--- src/rtl/rate_spike_encoder.sv ---
// Rate-coded spike encoder: each accepted intensity sample yields a WINDOW-cycle
// Bernoulli spike train whose per-cycle probability is roughly level/2^W.
//
//  state | meaning
//  IDLE  | waiting for a sample, spike_out held low, LFSR frozen
//  RUN   | emitting one spike decision per cycle for the current window
module rate_spike_encoder #(
  parameter int          W      = 8,
  parameter int          WINDOW = 16,
  parameter logic [15:0] SEED   = 16'hACE1
) (
  input  logic         clk,
  input  logic         rst_n,
  input  logic         in_valid,
  output logic         in_ready,
  input  logic [W-1:0] in_data,
  output logic         spike_out,
  output logic         busy,
  output logic         window_done
);

  // An all-zero seed would lock the LFSR, so it is swapped for the default.
  localparam logic [15:0]    SEED_EFF = (SEED == 16'h0) ? 16'hACE1 : SEED;
  localparam int             CW       = $clog2(WINDOW);
  localparam logic [CW-1:0]  CNT_LAST = CW'(WINDOW - 1);
  localparam logic [15:0]    POLY     = 16'hB400;

  typedef enum logic {IDLE, RUN} state_t;

  state_t        state, state_nxt;
  logic [15:0]   lfsr, lfsr_nxt;
  logic [W-1:0]  level, level_nxt;
  logic [CW-1:0] cnt, cnt_nxt;
  logic          spike_nxt, done_nxt;
  logic          last, accept, hit;
  logic [W-1:0]  r;

  assign r        = lfsr[15 -: W];
  assign last     = (state == RUN) && (cnt == CNT_LAST);
  assign in_ready = (state == IDLE) || last;
  assign accept   = in_valid && in_ready;
  assign busy     = (state == RUN);
  // Full scale must spike every cycle, which r < level alone cannot reach.
  assign hit      = (level == {W{1'b1}}) || (r < level);

  always_comb begin
    state_nxt = state;
    lfsr_nxt  = lfsr;
    level_nxt = level;
    cnt_nxt   = cnt;
    spike_nxt = 1'b0;
    done_nxt  = 1'b0;
    case (state)
      IDLE: begin
        if (accept) begin
          level_nxt = in_data;
          cnt_nxt   = '0;
          state_nxt = RUN;
        end
      end
      RUN: begin
        spike_nxt = hit;
        lfsr_nxt  = {1'b0, lfsr[15:1]} ^ (lfsr[0] ? POLY : 16'h0);
        cnt_nxt   = cnt + CW'(1);
        if (last) begin
          done_nxt = 1'b1;
          cnt_nxt  = '0;
          if (accept) begin
            level_nxt = in_data;
          end else begin
            state_nxt = IDLE;
          end
        end
      end
      default: state_nxt = IDLE;
    endcase
  end

  always_ff @(posedge clk or negedge rst_n) begin
    if (!rst_n) begin
      state       <= IDLE;
      lfsr        <= SEED_EFF;
      level       <= '0;
      cnt         <= '0;
      spike_out   <= 1'b0;
      window_done <= 1'b0;
    end else begin
      state       <= state_nxt;
      lfsr        <= lfsr_nxt;
      level       <= level_nxt;
      cnt         <= cnt_nxt;
      spike_out   <= spike_nxt;
      window_done <= done_nxt;
    end
  end

endmodule

--- config.mk ---
export PLATFORM = sky130hd
export DESIGN_NAME = rate_spike_encoder
export DESIGN_NICKNAME = d
export VERILOG_FILES = /design/src/rtl/rate_spike_encoder.sv
export SDC_FILE = /design/constraint.sdc
export NUM_CORES = 1
export LEC_CHECK = 0
export ABC_AREA = 1
export CAP_MARGIN = 20
export CORE_ASPECT_RATIO = 0.8
export CORE_MARGIN = 2
export CORE_UTILIZATION = 59
export CTS_CLUSTER_DIAMETER = 80
export DETAILED_ROUTE_END_ITERATION = 12
export PLACE_DENSITY = 0.92
export SYNTH_ARGS = -nofsm -noshare
export SYNTH_HDL_FRONTEND = slang
export SYNTH_SLANG_ARGS = --single-unit
--- constraint.sdc ---
create_clock -name clk -period 2.2 [get_ports clk]
set_input_delay 0.44 -clock clk [delete_from_list [all_inputs] [get_ports clk]]
set_output_delay 0.44 -clock clk [all_outputs]
set_load 0.01 [all_outputs]
==> results.sh <==
export IMPL_routed_wl_mm=2.74
export IMPL_power_density_nw_per_um2=1050
export IMPL_syn_area_um2=1460
export IMPL_cp_max_fo=5
export IMPL_dieArea_um2=2890
export IMPL_yosys_warnings=0
export IMPL_synthCells=159
export IMPL_fin_nets=197
export IMPL_r2r_end="spike_out"
export IMPL_rsz0062_at_grt="false"
export IMPL_fin_crit_ns=2.03
export IMPL_avgSynthCellArea_um2=9.17
export IMPL_seq_area_frac_synth_pct=53.9
export IMPL_p_leak_nw=0.870
export IMPL_stdcell_count=206
export IMPL_clock_path_buffers=2
export IMPL_ys_ff_latch=31
export IMPL_critical_path_slowest_cell="dfrtp_1"
export IMPL_syn_num_nets=178
export IMPL_grt_pass1_vias=1034
export IMPL_cts_root_buf="clkbuf_4"
export IMPL_holdPathStages=2
export IMPL_grt_pass1_wl_mm=4.67
export IMPL_path_cells="ha_1, nand2_1, clkinv_2, nand2_4, nand2_4, dlygate4sd2_1"
export IMPL_vias=1071
export IMPL_insertion_delay_ns=0.33
export IMPL_grt_max_degree=32
export IMPL_num_fill_cells=155
export IMPL_core_rowCount=16
export IMPL_met2_usage_pct=32.4
export IMPL_hold_viol_final=0
export IMPL_grt_usage_pct=22.3
export IMPL_io_pins=15
export IMPL_gp_congestion=0.782
export IMPL_crit_arrival_ns=1.59
export IMPL_grt_busiest_layer="met2"
export IMPL_diodes=0
export IMPL_critPathLaunch="cnt[0]"
export IMPL_end_kind="primary output"
export IMPL_grtUsageMet3_pct=7.75
export IMPL_critPathMaxStageDelay_ns=0.43
export IMPL_crit_family="flip-flops"
export IMPL_tns_ns=0
export IMPL_required_ns=1.76
export IMPL_ir_drop_v=0.000589
export IMPL_die_height_um=48.5
export IMPL_slew_viol_final=0
export IMPL_numClockSinks=31
export IMPL_antenna_found_initial=0
export IMPL_initial_core_util_pct=60.7
export IMPL_tritoncts="built"
export IMPL_cap_violations=0
export IMPL_crit_type="reg -> out"
export IMPL_r2r_cells=6
export IMPL_via_per_inst=5.20
export IMPL_clk_pin_slew_ns=0.10
export IMPL_cts_hold_buffers=0
export IMPL_r2r_start="lfsr[13]"
export IMPL_dp_hpwl_mm=1.85
export IMPL_post_route_drc_count=0
export IMPL_drt_iter0_drc=56
export IMPL_chipWidth_um=59.6
export IMPL_core_area_um2=2400
export IMPL_syn_to_final_growth_pct=17.2
export IMPL_ys_top_cells_by_area="dfrtp_1 (39%), dfstp_2 (14%), nand2_1 (14%)"
export IMPL_cp_num_buf_inv=2
export IMPL_max_freq_mhz=493
export IMPL_placed_cells=198
export IMPL_layout_drive_gt1_share_pct=17.3
export IMPL_cts_max_level=2
export IMPL_endpoint="in_ready"
export IMPL_slew_headroom_pct=74.2
export IMPL_yosysTopAreaCell="dfrtp_1"
export IMPL_port_buffers=14
export IMPL_finalClockSkew_ns=0.0141
export IMPL_setup_viol=0
export IMPL_critPathMostFrequentCell="nand2_4"
export IMPL_dr_pass1_iters=4
export IMPL_routedWlPerCell_um=13.3
export IMPL_utilization_pct=71.1
export IMPL_hold_path_class="reg -> reg"
export IMPL_status="completed"
export IMPL_startpoint_type="flip-flop"
export IMPL_synth_cell_types=20
export IMPL_ant_nets=0
export IMPL_cts_buffers=5
export IMPL_synth_top_area_share_pct=39.5
export IMPL_tightest_slew_ns=0.387
export IMPL_use_met1_pct=29.4
export IMPL_worstSetupPathDepth=6
export IMPL_gr_total_overflow=0
export IMPL_fin_crit_sh_pct=92.1
export IMPL_r2r_setup_slack_ns=0.72
==> per-stage QoR <==
step | cell area, µm² | total power [mW] | hold WS [ns] | setup slack (ns)
4_1_cts | 1710 | 1.81 | 0.472 | 0.175
3_3_place_gp | 1620 | 1.30 | 0.450 | 0.409
5_1_grt | 1710 | 1.91 | 0.503 | 0.0634
6_report | 1710 | 1.80 | 0.465 | 0.173
2_1_floorplan | 1460 | 1.17 | 0.144 | 0.886
3_5_place_dp | 1620 | 1.34 | 0.451 | 0.362
==> state kept, by name (all words and copies together), names as in the netlist <==
name	cells
spike_out	1
cnt	4
window_done	1
level	8
lfsr	16
busy	1
==> final cells by class <==
type                            count  area [µm²]  area share [%]
Multi-Input combinational cell    109         587            34.4
Tap cell                           27        33.8            1.98
Clock buffer                        6        51.3            3.00
Inverter                           14        53.8            3.15
Clock inverter                      2        35.0            2.05
Sequential cell                    31         786            46.0
Timing Repair Buffer               17         161            9.45
==> synth_stat cells <==
master / number
nand2_1: 56
dfrtp_1: 23
inv_1: 13
nor2_1: 11
o21ai_0: 10
dfstp_2: 8
ha_1: 8
a21oi_2: 7
buf_2: 4
a21oi_1: 3
nand2_4: 3
xnor2_1: 3
nand3_1: 2
nor3_1: 2
buf_6: 1
clkinv_2: 1
nor2_2: 1
nor4_1: 1
o31ai_1: 1
xor2_1: 1
==> worst min-delay path by stage <==
stage / end / startpoint / slack (ns)
2_1_floorplan: busy / rst_n / 0.14
3_3_place_gp: lfsr[5] / lfsr[5] / 0.45
3_5_place_dp: lfsr[5] / lfsr[5] / 0.45
4_1_cts: lfsr[5] / lfsr[5] / 0.47
5_1_grt: lfsr[6] / lfsr[6] / 0.50
6_report: lfsr[6] / lfsr[6] / 0.46
==> cell families (layout without fill, tap and decap cells) <==
logic type | count (synthesis) | count (layout) | share of synthesized area [%]
AND/OR/NAND/NOR | 76 | 76 | 21.8
flip-flops | 31 | 31 | 53.9
AO/OA/AOI/OAI | 21 | 21 | 9.18
buffers and inverters | 19 | 39 | 5.84
adder cells (fa/ha/maj) | 8 | 8 | 6.87
XOR/XNOR | 4 | 4 | 2.40
==> cell usage in the layout, fill, tap and decap left out <==
cell type and count:
o21ai_0 10, dlygate4sd2_1 1, nor2_1 11, nor3_1 2, dfstp_2 8, ha_1 8
a21oi_2 7, o31ai_1 1, clkinv_2 2, clkdlybuf4s50_1 13, nor2_2 1, clkbuf_8 1
bufinv_16 1, nand2_1 56, xor2_1 1, nand3_1 2, xnor2_1 3, nor4_1 1
clkbuf_4 5, inv_1 13, dfrtp_1 23, buf_4 3, a21oi_1 3, nand2_4 3
==> routing by layer <==
| metal | routed length (µm) | up-vias |
|---|---|---|
| met4 | 82 | 0 |
| met2 | 1300 | 22 |
| met1 | 1270 | 504 |
| met5 | 0 | - |
| li1 | - | 536 |
| met3 | 92 | 9 |
==> repair_timing <==
item                       4_1_cts  5_1_grt
setup buffers                    0        0
setup endpoints to repair        1        0
resized for setup                1        0
==> power by group <==
group / internal, mW / switching [mW]
Sequential: 0.690 / 0.0790
Clock: 0.269 / 0.193
Combinational: 0.220 / 0.346
==> worst reg2reg max path, cell delays in order (launching register included) <==
cell and delay (ns):
dfstp_2 0.58, ha_1 0.25, a21oi_1 0.15, nor2_1 0.06, nor3_1 0.17, nand2_1 0.09
a21oi_1 0.12
(Power assumes the default switching activity.)
